==> src/rtl/shift_pattern_detector_pkg.sv <==
// Shared constants for the serial shift register / pattern detector.
package shift_pattern_detector_pkg;
    localparam logic       DIR_RIGHT   = 1'b0;
    localparam logic       DIR_LEFT    = 1'b1;
    localparam int         DEF_WIDTH   = 10;
    localparam int         DEF_PAT_LEN = 2;
    localparam logic [1:0] DEF_PATTERN = 2'b01;
    localparam int         DEF_CNT_W   = 8;
endpackage

==> src/rtl/shift_pattern_window.sv <==
// Sliding window over the bits leaving the shift register; flags and counts pattern hits.
module shift_pattern_window
    import shift_pattern_detector_pkg::*;
#(
    parameter int                 PAT_LEN = DEF_PAT_LEN,
    parameter logic [PAT_LEN-1:0] PATTERN = PAT_LEN'(DEF_PATTERN),
    parameter int                 CNT_W   = DEF_CNT_W
) (
    input  logic             clock,
    input  logic             reset,
    input  logic             shift_strobe,
    input  logic             flush,
    input  logic             bit_in,
    input  logic             clear_count,
    output logic             match,
    output logic [CNT_W-1:0] match_count
);
    localparam int                FILL_W    = $clog2(PAT_LEN + 1);
    localparam logic [FILL_W-1:0] FILL_FULL = FILL_W'(PAT_LEN);

    logic [PAT_LEN-1:0] r_hist;
    logic [FILL_W-1:0]  r_fill;
    logic               r_match;
    logic [CNT_W-1:0]   r_count;

    logic [PAT_LEN-1:0] w_hist_next;
    logic [FILL_W-1:0]  w_fill_next;
    logic               w_hit;

    generate
        if (PAT_LEN == 1) begin : g_hist1
            assign w_hist_next = bit_in;
        end else begin : g_histn
            assign w_hist_next = {r_hist[PAT_LEN-2:0], bit_in};
        end
    endgenerate

    // fill gates hits until a full pattern's worth of bits has been seen since reset/load
    assign w_fill_next = (r_fill == FILL_FULL) ? r_fill : r_fill + FILL_W'(1);
    assign w_hit       = shift_strobe && (w_hist_next == PATTERN) && (w_fill_next == FILL_FULL);

    always_ff @(posedge clock or posedge reset) begin
        if (reset) begin
            r_hist  <= '0;
            r_fill  <= '0;
            r_match <= 1'b0;
            r_count <= '0;
        end else begin
            if (flush) begin
                r_hist  <= '0;
                r_fill  <= '0;
                r_match <= 1'b0;
            end else if (shift_strobe) begin
                r_hist  <= w_hist_next;
                r_fill  <= w_fill_next;
                r_match <= w_hit;
            end
            if (clear_count)
                r_count <= '0;
            else if (w_hit && (r_count != '1))
                r_count <= r_count + CNT_W'(1);
        end
    end

    assign match       = r_match;
    assign match_count = r_count;
endmodule

==> src/rtl/shift_pattern_detector.sv <==
// Bidirectional shift register with parallel load, watching its own serial output for a pattern.
module shift_pattern_detector
    import shift_pattern_detector_pkg::*;
#(
    parameter int                 WIDTH       = DEF_WIDTH,
    parameter logic [WIDTH-1:0]   RESET_VALUE = WIDTH'(1) << (WIDTH - 1),
    parameter int                 PAT_LEN     = DEF_PAT_LEN,
    parameter logic [PAT_LEN-1:0] PATTERN     = PAT_LEN'(DEF_PATTERN),
    parameter int                 CNT_W       = DEF_CNT_W
) (
    input  logic             clock,
    input  logic             reset,
    input  logic             enable,
    input  logic             dir,
    input  logic             in,
    input  logic             load,
    input  logic [WIDTH-1:0] load_data,
    input  logic             clear_count,
    output logic [WIDTH-1:0] data,
    output logic             out,
    output logic             match,
    output logic [CNT_W-1:0] match_count
);
    logic [WIDTH-1:0] r_data;
    logic             w_shift;

    // load wins over a simultaneous shift request
    assign w_shift = enable & ~load;
    assign out     = (dir == DIR_LEFT) ? r_data[WIDTH-1] : r_data[0];

    always_ff @(posedge clock or posedge reset) begin
        if (reset)
            r_data <= RESET_VALUE;
        else if (load)
            r_data <= load_data;
        else if (w_shift)
            r_data <= (dir == DIR_LEFT) ? {r_data[WIDTH-2:0], in} : {in, r_data[WIDTH-1:1]};
    end

    shift_pattern_window #(
        .PAT_LEN (PAT_LEN),
        .PATTERN (PATTERN),
        .CNT_W   (CNT_W)
    ) u_window (
        .clock        (clock),
        .reset        (reset),
        .shift_strobe (w_shift),
        .flush        (load),
        .bit_in       (out),
        .clear_count  (clear_count),
        .match        (match),
        .match_count  (match_count)
    );

    assign data = r_data;
endmodule
==> config.mk <==
export PLATFORM = sky130hd
export DESIGN_NAME = shift_pattern_detector
export DESIGN_NICKNAME = d
export VERILOG_FILES = /design/src/rtl/shift_pattern_detector_pkg.sv /design/src/rtl/shift_pattern_window.sv /design/src/rtl/shift_pattern_detector.sv
export SDC_FILE = /design/constraint.sdc
export NUM_CORES = 1
export LEC_CHECK = 0
export BUFFER_PORTS_ARGS = -buffer_cell sky130_fd_sc_hd__buf_2
export CELL_PAD_IN_SITES_DETAIL_PLACEMENT = 1
export CELL_PAD_IN_SITES_GLOBAL_PLACEMENT = 1
export CORE_MARGIN = 3
export CORE_UTILIZATION = 39
export DETAILED_ROUTE_END_ITERATION = 8
export HOLD_SLACK_MARGIN = 0.02
export PLACE_DENSITY = 0.75
export SYNTH_ARGS = -nofsm -noshare
export SYNTH_HDL_FRONTEND = slang
export SYNTH_HIERARCHICAL = 1
export SYNTH_SLANG_ARGS = --single-unit
==> constraint.sdc <==
create_clock -name clock -period 2.15 [get_ports clock]
set_clock_uncertainty 0.05 [all_clocks]
set_input_delay 0.1075 -clock clock [delete_from_list [all_inputs] [get_ports clock]]
set_output_delay 0.1075 -clock clock [all_outputs]
set_load 0.03 [all_outputs]
**Word-level counts from Yosys, hierarchy flattened**

Index checks and enable logic that the tools add are counted.

- Add/subtract/negate cells: 2
- Bitwise operators: 2
- Mux-type cells: 13
- Reductions and logical operators: 5
- Equal/unequal tests: 4

Operators with widths:

| cell | count |
|---|---|
| $mux W10 | 3 |
| $mux W8 | 2 |
| $add A8 B1 Y8 const B | 1 |
| $ne A8 B8 Y1 const B | 1 |
| $mux W2 | 3 |
| $mux W1 | 5 |
| $eq A2 B2 Y1 const B | 2 |
| $reduce_bool A2 Y1 | 2 |
| $logic_and A1 B1 Y1 | 3 |
| $add A2 B1 Y2 const B | 1 |
| $eq A2 B1 Y1 const B | 1 |
| $and A1 B1 Y1 | 1 |
| $not A1 Y1 | 1 |

- Word-level logic and storage cells: 31
- Bits in registers: 22

**Longest topological paths before layout**

Gate-level depths: netlist of the first run.

- Word-level depth: 7
- Mapped depth: 9
- Mapped depth without buffers: 6

**Cells and area by module**

Netlist of the first run, hierarchy kept.

By module, submodules not included:

| module | times used | area each (µm²) | cells each |
|---|---|---|---|
| shift_pattern_detector | 1 | 661.9 | 59 |
| shift_pattern_window | 1 | 633.1 | 62 |

**Worst setup path after synthesis of the first run**

OpenSTA, ideal clock, no wires.

- Kind: register to register
- From: reg r_data[9] (netlist: data[9])
- To: reg u_window.r_count[5] (netlist: u_window/match_count[5])
- Data arrival time: 1993 ps
- Setup time: 78 ps
- Stages on the path, launching flop included: 7
- Clock period less this slack: 2121 ps
- Slack: 29 ps
- Cell sequence: dfstp_2 -> mux2_1 -> and4b_1 -> buf_6 -> o21ai_4 -> or4_1 -> a21oi_1

- Word-level cells in the longest chain between the ends: 6

Ends and longest elaborated chain:

| what | RTL line | RTL |
|---|---|---|
| from (decl) | shift_pattern_detector.sv:24 | `logic [WIDTH-1:0] r_data;` |
| from (signal assigned) | shift_pattern_detector.sv:35 | `r_data <= load_data;` |
| from (signal assigned) | shift_pattern_detector.sv:37 | `r_data <= (dir == DIR_LEFT) ? {r_data[WIDTH-2:0], in} : {in, r_data[WIDTH-1:1]};` |
| $mux W1 | shift_pattern_detector.sv:29 | `assign out = (dir == DIR_LEFT) ? r_data[WIDTH-1] : r_data[0];` |
| via out | shift_pattern_detector.sv:20 | `output logic out,` |
| $eq A2 B1 Y1 | shift_pattern_window.sv:40 | `assign w_hit = shift_strobe && (w_hist_next == PATTERN) && (w_fill_next == FILL_FULL);` |
| $logic_and A1 B1 Y1 (2 in series) | shift_pattern_window.sv:40 |  |
| $logic_and A1 B1 Y1 | shift_pattern_window.sv:60 | `else if (w_hit && (r_count != '1))` |
| $reduce_bool A2 Y1 (no source line) | n/a |  |
| to (signal assigned) | shift_pattern_window.sv:61 | `r_count <= r_count + CNT_W'(1);` |
| to (decl) | shift_pattern_window.sv:24 | `logic [CNT_W-1:0] r_count;` |

The timed path passes the listed nets, and every way through them passes these cells.
A chain may end at the register's enable or synchronous reset.

**Final worst setup path of the first run**

- From: reg r_data[9] (netlist: data[9])
- To: reg u_window.r_count[5] (netlist: u_window/match_count[5])

- Word-level cells in the longest chain between the ends: 6

Ends and longest elaborated chain:

| what | RTL line |
|---|---|
| $mux W1 | shift_pattern_detector.sv:29 |
| $eq A2 B1 Y1 | shift_pattern_window.sv:40 |
| $logic_and A1 B1 Y1 (2 in series) | shift_pattern_window.sv:40 |
| $logic_and A1 B1 Y1 | shift_pattern_window.sv:60 |
| $reduce_bool A2 Y1 (no source line) | n/a |

No other way between the ends.

==> reports/qor.yml, run 1 <==
floorplan:
  core_area_um2: 3103
  rows: 20
  chipWidth_um: 63.63
  die_height_um: 63.63
  die_area_um2: 4048
  start_util_pct: 41.73
  io_pins: 37
global_route:
  globalRouteOverflowTotal: 0
  grt_first_pass_wirelength_um: 5906
  groute.usage.overall_pct: 18.47
  via_count_of_the_first_global_routing_pass: 1251
  grt_antenna_before_repair: 0
  grt_max_degree: 25
clocking:
  cts.reportedPaths.clkPinSlew_ps: 130
  tritoncts_num_sinks: 22
  cts_made_buffers: 3
  cts.root.buffer_cell: "clkbuf_4"
  cts_resized: 0
  cts_tree: "done"
  h-tree-depth: 1
  clk_path_buf_depth: 2
  clk_latency_worst_skew_pair_ps: 310
setup_path:
  criticalPathCategory: "reg -> reg"
  worst-endpoint-required_ps: 2350
  critical_path.startpoint: "data[9]"
  startpoint_type: "flip-flop"
  slowest_cell_on_crit_path: "dfstp_2"
  launch_point_of_the_worst_reg_to_reg_path: "data[9]"
  crit_path_max_incr_delay_ps: 570
  worstPathArrival_ps: 2220
  worstPathCellList: "mux2_1 > and4b_1 > o21ai_4 > or4_1 > a21oi_1"
  worst-path-max-fanout: 7
  worst_setup_path_end_kind: "flip-flop"
synthesis:
  synth_nets: 140
  post_synth_inst_count: 121
  ys_ff_latch: 22
  synth_largest_area_cell: "dfrtp_1"
  yosys_warnings: 6
  synth.avg_cell_area_um2: 10.70
  synth-seq-area-share_pct: 42.61
  synth_area_leaders: "dfrtp_1, mux2i_1, o211ai_2"
  synth.distinct_cells: 32
  yosysTopAreaCellShare_pct: 40.58
  syn_area_um2: 1295
drt:
  via_count: 1113
  detail_route.wl_per_cell_um: 15.20
  routed_wl_um: 3223
  met2_wirelength_um: 1691
  detail-route-antenna-nets: 0
  drc: 0
  detailroute.wirelength.met3_um: 110
  drt_pass1_iterations: 3
  top_signal_layer_used: "met4"
  drt-met1-wl_um: 1380
  via_per_inst: 5.250
  drtIter0Drc: 44
sta:
  report.final.slew_viol_count: 0
  setup_total_negative_slack_ps: 0
  min_period_ps: 2021
  worst_slew_margin_relative_to_its_limit_pct: 69.08
  timing.fmax_mhz: 494.9
  worst_hold_slack_ps: 84.20
  timing_worst_slew_pin_value_ps: 463.4
  final-setup-viol-count: 0
  layout_worst_path_cycle_share_pct: 93.98
  unrepaired_setup_endpoints_after_global_routing: "no"
  report.final.hold_viol_count: 0
final_layout:
  nets: 188
  areaGrowthSynthToFinish_pct: 28.41
  area.sequential_um2: 551.8
  multiInputGateArea_um2: 650.6
  n_antenna_cell: 0
  finish.utilization_pct: 53.59
  postLayoutCellArea_um2: 1663
  fillers: 372
  drive_gt1_share_pct: 33.33
power:
  p_leak_uw: 0.0008403
  power_density_nw_per_um2: 599.9
  vdd_ir_drop_max_mv: 0.4944
placement:
  placed_cell_area_um2: 1490
  numPortBuffers: 36
  gp_routability_congestion: 0.7632
  dp_hpwl_um: 2331
hold_path:
  hold_start: "in"
  worstHoldPathType: "in -> reg"
flow_run:
  drv.max_cap_violation_count: 0
run_status:
  run_status: "finished clean"
what timing repair did:
item / CTS / global route
setup buffers: 0 / 0
endpoints found under the hold margin: 39 / 0
hold buffers: 12 / 0
per-layer routing:
metal	track usage, %	up-vias
met5	0	-
met4	5.121	0
met3	3.565	4
met2	32.59	22
met1	22.73	557
li1	-	530
worst paths after layout:
check | to | slack [ps] | cells past startpoint
hold / removal | data[0] | 80 | 3
max in group asynchronous | u_window/match_count[3] | 1440 | 3
setup reg to reg | u_window/match_count[5] | 130 | 5
min in group asynchronous | data[6] | 280 | 3
hold reg to reg | u_window/match | 490 | 2
setup / recovery | u_window/match_count[5] | 130 | 5
through the flow:
stage | cells | setup slack (ps) | power (uW)
floorplan | 121 | 28.92 | 610.2
global placement | 196 | 247.9 | 664.0
detailed placement | 196 | 154.6 | 671.6
CTS | 212 | 116.8 | 1012
global route | 212 | 7.113 | 1053
finish | 212 | 129.3 | 997.6
area by class of cell:
class                      instances  share of cell area, %
multi-input combinational         83                  39.13
sequential                        22                  33.18
timing repair buffer              51                  19.41
tap                               44                  3.311
clock inverter                     1                  1.806
inverter                           8                  1.806
clock buffer                       3                  1.354
cells by family (layout without fill, tap and decap cells):
logic type               count (synthesis)  in the layout  synth area share, %
flip-flops                              22             22                42.61
multiplexers                            16             16                12.46
AND/OR/NAND/NOR                         43             43                19.03
AO/OA/AOI/OAI                           19             19                14.78
buffers and inverters                   16             63                7.149
adder cells (fa/ha/maj)                  2              2                1.932
XOR/XNOR                                 3              3                2.029
power by group:
group          switching, uW  internal (uW)
clock network            131            188
logic                    128           87.9
registers               23.4            439
Yosys cell counts, drive strengths merged:
cell type,instances
and3,1
inv,8
o21ai,1
o31a,1
or3b,10
nand2,12
and4b,1
buf,8
nor4,1
nor2,9
nand3,3
ha,2
a31oi,1
xor2,3
nor3,2
a21oi,2
o211ai,12
mux2,1
mux2i,15
nand2b,1
dfstp,1
dfrtp,21
or4,1
a211oi,1
nand4,2
o31ai,1
cell usage in the layout, fill, tap and decap left out, types with 2 or more instances in the layout:
cell type,count
buf_2,36
dfrtp_1,21
mux2i_1,15
nand2_1,12
dlygate4sd3_1,12
or3b_1,10
o211ai_2,9
nor2_1,9
inv_1,7
o211ai_1,3
clkbuf_4,3
buf_4,3
nand3_1,3
xor2_1,3
a21oi_1,2
nor3_1,2
ha_1,2
sequential cells by signal, summed over array words and instances, names as in the netlist:
signal and count:
data 10, u_window/r_hist 1, u_window/match_count 8, u_window/r_fill 2, u_window/match 1
worst max-delay path: cells and delay by family, from the launching register on:
family | cells | cell delay (ps)
muxes | 1 | 170
and+or+nand+nor | 2 | 880
DFF | 1 | 570
AOI/OAI and AO/OA | 2 | 280
Note: power is estimated with default switching activity, not from simulation.
==> run 2, diff against run 1 <==
--- a/config.mk
+++ b/config.mk
@@ -5,14 +5,15 @@
 export SDC_FILE = /design/constraint.sdc
 export NUM_CORES = 1
 export LEC_CHECK = 0
-export BUFFER_PORTS_ARGS = -buffer_cell sky130_fd_sc_hd__buf_2
 export CELL_PAD_IN_SITES_DETAIL_PLACEMENT = 1
 export CELL_PAD_IN_SITES_GLOBAL_PLACEMENT = 1
+export CORE_ASPECT_RATIO = 1.75
 export CORE_MARGIN = 3
-export CORE_UTILIZATION = 39
+export CORE_UTILIZATION = 45
 export DETAILED_ROUTE_END_ITERATION = 8
+export DONT_BUFFER_PORTS = 1
 export HOLD_SLACK_MARGIN = 0.02
-export PLACE_DENSITY = 0.75
+export PLACE_DENSITY = 0.71
 export SYNTH_ARGS = -nofsm -noshare
 export SYNTH_HDL_FRONTEND = slang
 export SYNTH_HIERARCHICAL = 1
==> run 2 against run 1 <==
Net effect:
- global-route usage up 2.1 points
- critical path type is now in -> reg
- critical endpoint is now data[8]
- worst setup slack better by 82 ps
- highest routed layer unchanged
- non-clock buffer count down 23
- register-to-register slack better by 90 ps
- sequential share of layout area increased by 1.9 points
- combinational power down 21%
==> reports/qor.yml, run 2 (same netlist as run 1, synthesis figures left out) <==
setup_path:
  top_delay_family_on_crit_path: "buffers and inverters"  # was simple AND/OR/NAND/NOR gates
  worstPathArrival_ps: 2030  # was 2220 ps
  worst-path-max-fanout: 24  # was 7
  crit_path_max_incr_delay_ps: 1020  # was 570 ps
  critical_path.most_common_cell: "dlygate4sd3_1"
  worst-endpoint-required_ps: 2240  # was 2350 ps
  worst_setup_path_end_kind: "flip-flop"  # unchanged
  timing.reg2reg.worst_path_depth: 6  # was 5
  slowest_cell_on_crit_path: "dlygate4sd3_1"  # was dfstp_2
  critical_path.n_buffers_inverters: 2  # was 0
  startpoint_type: "input pin"  # was flip-flop
  cp_num_cells: 4  # was 5
  worstPathCellList: "dlygate4sd3_1 > or3b_1 > o211ai_2 > dlygate4sd3_1"  # was mux2_1 > and4b_1 > o21ai_4 > or4_1 > a21oi_1
  criticalPathCategory: "in -> reg"  # was reg -> reg
drt:
  drc: 0  # unchanged
  drtIter0Drc: 18  # was 44
  detail-route-antenna-nets: 0  # unchanged
  detail_route.wl_per_cell_um: 18.66  # was 15.20 um
  via_count: 1004  # was 1113
  routed_wl_um: 3210  # was 3223 um
  via_per_inst: 5.837  # was 5.250
  drt_pass1_iterations: 3  # unchanged
placement:
  dp_hpwl_um: 2222  # was 2331 um
  gp_routability_congestion: 0.7924  # was 0.7632
  placement.setup.worst_slack_ps: 229.8  # was 154.6 ps
  numPortBuffers: 0  # was 36
clocking:
  cts_resized: 0  # unchanged
  cts_setup_buffers: 0  # unchanged
  cts.hold.buffers_added: 20  # was 12
  cts_tree: "done"  # unchanged
  cts.root.buffer_cell: "clkbuf_8"  # was clkbuf_4
  clk_path_buf_depth: 2  # unchanged
  cts.reportedPaths.clkPinSlew_ps: 80  # was 130 ps
  clk_latency_worst_skew_pair_ps: 260  # was 310 ps
  h-tree-depth: 1  # unchanged
  tritoncts_num_sinks: 22  # unchanged
  cts_made_buffers: 3  # unchanged
final_layout:
  fillers: 301  # was 372
  most_used_cells_in_the_layout_excluding_fill_and_tap_cells: "dfrtp_1, dlygate4sd3_1, mux2i_1"  # was buf_2, dfrtp_1, mux2i_1
  n_antenna_cell: 0  # unchanged
  areaGrowthSynthToFinish_pct: 21.35  # was 28.41%
  largest_register_ffs: 10  # unchanged
  layout.cells.most_common: "dfrtp_1"  # was buf_2
  drive_gt1_share_pct: 16.55  # was 33.33%
  nets: 165  # was 188
  multiInputGateArea_um2: 650.6  # unchanged
  area.sequential_um2: 551.8  # unchanged
hold_path:
  holdPathStages: 2  # was 3
  worstHoldPathType: "in -> reg"  # unchanged
power:
  power.total_uw: 938.0  # was 997.6 uW
  p_leak_uw: 0.0007388  # was 0.0008403 uW
  power_density_nw_per_um2: 596.9  # was 599.9 nW/um^2
  vdd_ir_drop_max_mv: 0.4895  # was 0.4944 mV
floorplan:
  core_area_um2: 2721  # was 3103 um^2
  die_height_um: 76.97  # was 63.63 um
  rows: 25  # was 20
  start_util_pct: 47.59  # was 41.73%
  io_pins: 37  # unchanged
  chipWidth_um: 46.55  # was 63.63 um
  die_area_um2: 3583  # was 4048 um^2
global_route:
  grt_first_pass_wirelength_um: 5492  # was 5906 um
  grt_max_degree: 25  # unchanged
  globalRouteOverflowTotal: 0  # unchanged
  groute.usage.overall_pct: 20.54  # was 18.47%
  grt_antenna_before_repair: 0  # unchanged
  via_count_of_the_first_global_routing_pass: 1150  # was 1251
sta:
  report.final.hold_viol_count: 0  # unchanged
  report.final.slew_viol_count: 0  # unchanged
  worst_slew_margin_relative_to_its_limit_pct: 50.22  # was 69.08%
  unrepaired_setup_endpoints_after_global_routing: "no"  # unchanged
  min_period_ps: 1939  # was 2021 ps
  final-setup-viol-count: 0  # unchanged
  setup_total_negative_slack_ps: 0  # unchanged
  layout_worst_path_cycle_share_pct: 90.18  # was 93.98%
  timing.fmax_mhz: 515.8  # was 494.9 MHz
  timing_worst_slew_pin_value_ps: 744.2  # was 463.4 ps
  post-route-worst-setup-slack_ps: 211.1  # was 129.3 ps
run_status:
  run_status: "finished clean"  # unchanged
flow_run:
  drv.max_cap_violation_count: 0  # unchanged
==> run 2: where the power goes <==
group,internal [uW],switching (uW),leakage [uW],total (uW)
sequential,438,59.5,0.000287,498
combinational,86.4,85.0,0.000429,171
clock,132,137,0.0000228,269
total,657,281,0.000739,938
==> run 2: area by class of cell <==
class                      instances  area share (%)
tap                               27           2.150
inverter                           8           1.911
timing repair buffer              28           16.56
clock buffer                       4           2.866
sequential                        22           35.11
multi-input combinational         83           41.40
==> run 2: metal layers <==
metal / routed length (um) / share of wire (%) / track usage (%) / up-vias
li1: - / - / - / 475
met1: 1149 / 36 / 22.70 / 495
met2: 1851 / 58 / 36.33 / 28
met3: 145 / 4.5 / 3.521 / 6
met4: 64 / 2.0 / 7.692 / 0
met5: 0 / 0 / 0 / -
==> run 2: worst paths after layout <==
| path | endpoint | slack [ps] | from |
|---|---|---|---|
| worst max register to register | u_window/match_count[5] | 220 | u_window/r_fill[1] |
| worst max-delay path | data[8] | 210 | load |
| worst min register to register | u_window/r_hist[0] | 470 | u_window/r_hist[0] |
| worst min-delay path | data[0] | 20 | in |
| min in group asynchronous | data[6] | 240 | reset |
| max in group asynchronous | u_window/match | 1450 | reset |
==> run 2: metrics by stage <==
| stage | cell area [um^2] | hold slack [ps] | util, % | cells |
|---|---|---|---|---|
| 2_1_floorplan | 1295 | -103.0 | - | 121 |
| 3_3_place_gp | 1326 | -44.70 | 48.74 | 148 |
| 3_5_place_dp | 1326 | -39.27 | 48.74 | 148 |
| 4_1_cts | 1572 | 20.36 | 57.75 | 172 |
| 5_1_grt | 1572 | 26.73 | 57.75 | 172 |
| 6_report | 1572 | 18.49 | 57.75 | 172 |
==> run 3, diff against run 2 <==
--- a/config.mk
+++ b/config.mk
@@ -9,11 +9,11 @@
 export CELL_PAD_IN_SITES_GLOBAL_PLACEMENT = 1
 export CORE_ASPECT_RATIO = 1.75
 export CORE_MARGIN = 3
-export CORE_UTILIZATION = 45
+export CORE_UTILIZATION = 47
 export DETAILED_ROUTE_END_ITERATION = 8
 export DONT_BUFFER_PORTS = 1
 export HOLD_SLACK_MARGIN = 0.02
-export PLACE_DENSITY = 0.71
+export PLACE_DENSITY = 0.74
 export SYNTH_ARGS = -nofsm -noshare
 export SYNTH_HDL_FRONTEND = slang
 export SYNTH_HIERARCHICAL = 1
==> run 3 against run 2 <==
Net effect:
- fmax is 2.4% lower
- design area hardly changed
- largest power group unchanged
- routed wire length is 3.6% higher
- first-iteration DRC count is 61% lower
- critical path depth is 1 higher
- critical path type is now reg -> reg
- sequential power hardly changed
==> reports/qor.yml, run 3 (same netlist as run 1, synthesis figures left out) <==
global_route:
  grt_antenna_before_repair: 0  # unchanged
  via_count_of_the_first_global_routing_pass: 1161  # was 1150
  globalRouteOverflowTotal: 0  # unchanged
  grt_first_pass_wirelength_um: 5451  # was 5492 um
  grt_max_degree: 25  # unchanged
  groute.usage.overall_pct: 21.22  # was 20.54%
setup_path:
  worst_setup_path_end_kind: "flip-flop"  # unchanged
  worst-path-max-fanout: 7  # was 24
  worst-endpoint-required_ps: 2290  # was 2240 ps
  startpoint_type: "flip-flop"  # was input pin
  worstPathArrival_ps: 2130  # was 2030 ps
  criticalPathCategory: "reg -> reg"  # was in -> reg
floorplan:
  start_util_pct: 50.74  # was 47.59%
  core_area_um2: 2552  # was 2721 um^2
  io_pins: 37  # unchanged
  die_area_um2: 3446  # was 3583 um^2
  chipWidth_um: 45.68  # was 46.55 um
  rows: 24  # was 25
  die_height_um: 75.44  # was 76.97 um
drt:
  detailroute.wirelength.met3_um: 125  # was 145 um
  drtIter0Drc: 7  # was 18
  drc: 0  # unchanged
  via_count: 1015  # was 1004
  met2_wirelength_um: 1861  # was 1851 um
  detail-route-antenna-nets: 0  # unchanged
  top_signal_layer_used: "met4"  # unchanged
  via_per_inst: 5.936  # was 5.837
  drt-met1-wl_um: 1300  # was 1149 um
  detail_route.wl_per_cell_um: 19.44  # was 18.66 um
  drt_pass1_iterations: 3  # unchanged
  routed_wl_um: 3325  # was 3210 um
sta:
  layout_worst_path_cycle_share_pct: 92.39  # was 90.18%
  post-route-worst-setup-slack_ps: 163.7  # was 211.1 ps
  timing.fmax_mhz: 503.4  # was 515.8 MHz
  unrepaired_setup_endpoints_after_global_routing: "no"  # unchanged
  min_period_ps: 1986  # was 1939 ps
  report.final.slew_viol_count: 0  # unchanged
  timing_worst_slew_pin_value_ps: 746.6  # was 744.2 ps
  final-setup-viol-count: 0  # unchanged
  worst_slew_margin_relative_to_its_limit_pct: 50.06  # was 50.22%
  report.final.hold_viol_count: 0  # unchanged
  setup_total_negative_slack_ps: 0  # unchanged
final_layout:
  instances_no_fill: 171  # was 172
  most_used_cells_in_the_layout_excluding_fill_and_tap_cells: "dfrtp_1, dlygate4sd3_1, mux2i_1"  # unchanged
  drive_gt1_share_pct: 16.55  # unchanged
  n_antenna_cell: 0  # unchanged
  areaGrowthSynthToFinish_pct: 21.26  # was 21.35%
  layout.cells.most_common: "dfrtp_1"  # unchanged
  largest_register_ffs: 10  # unchanged
  postLayoutCellArea_um2: 1570  # was 1572 um^2
  nets: 165  # unchanged
placement:
  dp_cell_count: 147  # was 148
  numPortBuffers: 0  # unchanged
  dp_hpwl_um: 2205  # was 2222 um
  gp_routability_congestion: 0.8419  # was 0.7924
  placed_cell_area_um2: 1325  # was 1326 um^2
  placement.setup.worst_slack_ps: 191.1  # was 229.8 ps
clocking:
  h-tree-depth: 1  # unchanged
  cts.root.buffer_cell: "clkbuf_8"  # unchanged
  tritoncts_num_sinks: 22  # unchanged
  cts_made_buffers: 3  # unchanged
  clk_latency_worst_skew_pair_ps: 260  # about the same
  cts.reportedPaths.clkPinSlew_ps: 80  # about the same
  cts_tree: "done"  # unchanged
  clk_path_buf_depth: 2  # unchanged
  cts_setup_buffers: 0  # unchanged
  cts_resized: 0  # unchanged
  cts.hold.buffers_added: 19  # was 20
run_status:
  run_status: "finished clean"  # unchanged
power:
  vdd_ir_drop_max_mv: 0.3890  # was 0.4895 mV
  power_density_nw_per_um2: 599.5  # was 596.9 nW/um^2
  p_leak_uw: 0.0007382  # was 0.0007388 uW
flow_run:
  drv.max_cap_violation_count: 0  # unchanged
hold_path:
  worstHoldPathType: "in -> reg"  # unchanged
## run 3: cell counts in the layout (fill, tap and decap cells not counted)
Identical to the previous run, type by type.
## run 3: power by group
| part | internal, uW | total (uW) | switching [uW] |
|---|---|---|---|
| logic | 85.1 | 172 | 86.9 |
| clock network | 132 | 271 | 139 |
| registers | 438 | 498 | 60.0 |
## run 3: cell type report
cell class	count	area, um^2
Inverter	8	30.03
Timing Repair Buffer	28	260.3
Fill cell	271	982.2
Tap cell	26	32.53
Multi-Input combinational cell	83	650.6
Clock buffer	4	45.04
Sequential cell	22	551.8
## run 3: metal layers
layer | track usage, % | up-vias
li1 | - | 474
met1 | 23.77 | 512
met2 | 38.26 | 25
met3 | 4.019 | 4
met4 | 7.818 | 0
met5 | 0 | -
## run 3: metrics by stage
stage	hold slack [ps]	utilization [%]	total power [uW]
detailed placement	-48.97	51.91	629.2
global placement	-53.29	51.91	624.1
floorplan	-103.0	-	610.2
CTS	24.84	61.13	943.7
global route	25.46	61.52	979.8
finish	21.57	61.52	941.4
## run 3: worst max-delay path: stages (launching register included)
cell and delay [ps]:
dfstp_2 530, mux2_1 170, and4b_1 390, o21ai_4 130, or4_1 480, a21oi_1 160
## run 3: worst paths after layout
kind / start / end / slack, ps / cells after the start
max: data[9] / u_window/match_count[5] / 160 / 5
min in group asynchronous: reset / data[4] / 260 / 2
max in group asynchronous: reset / u_window/r_fill[1] / 1420 / 2
max reg2reg: data[9] / u_window/match_count[5] / 160 / 5
min reg2reg: u_window/r_fill[0] / u_window/r_fill[0] / 490 / 2
min: dir / data[0] / 20 / 2
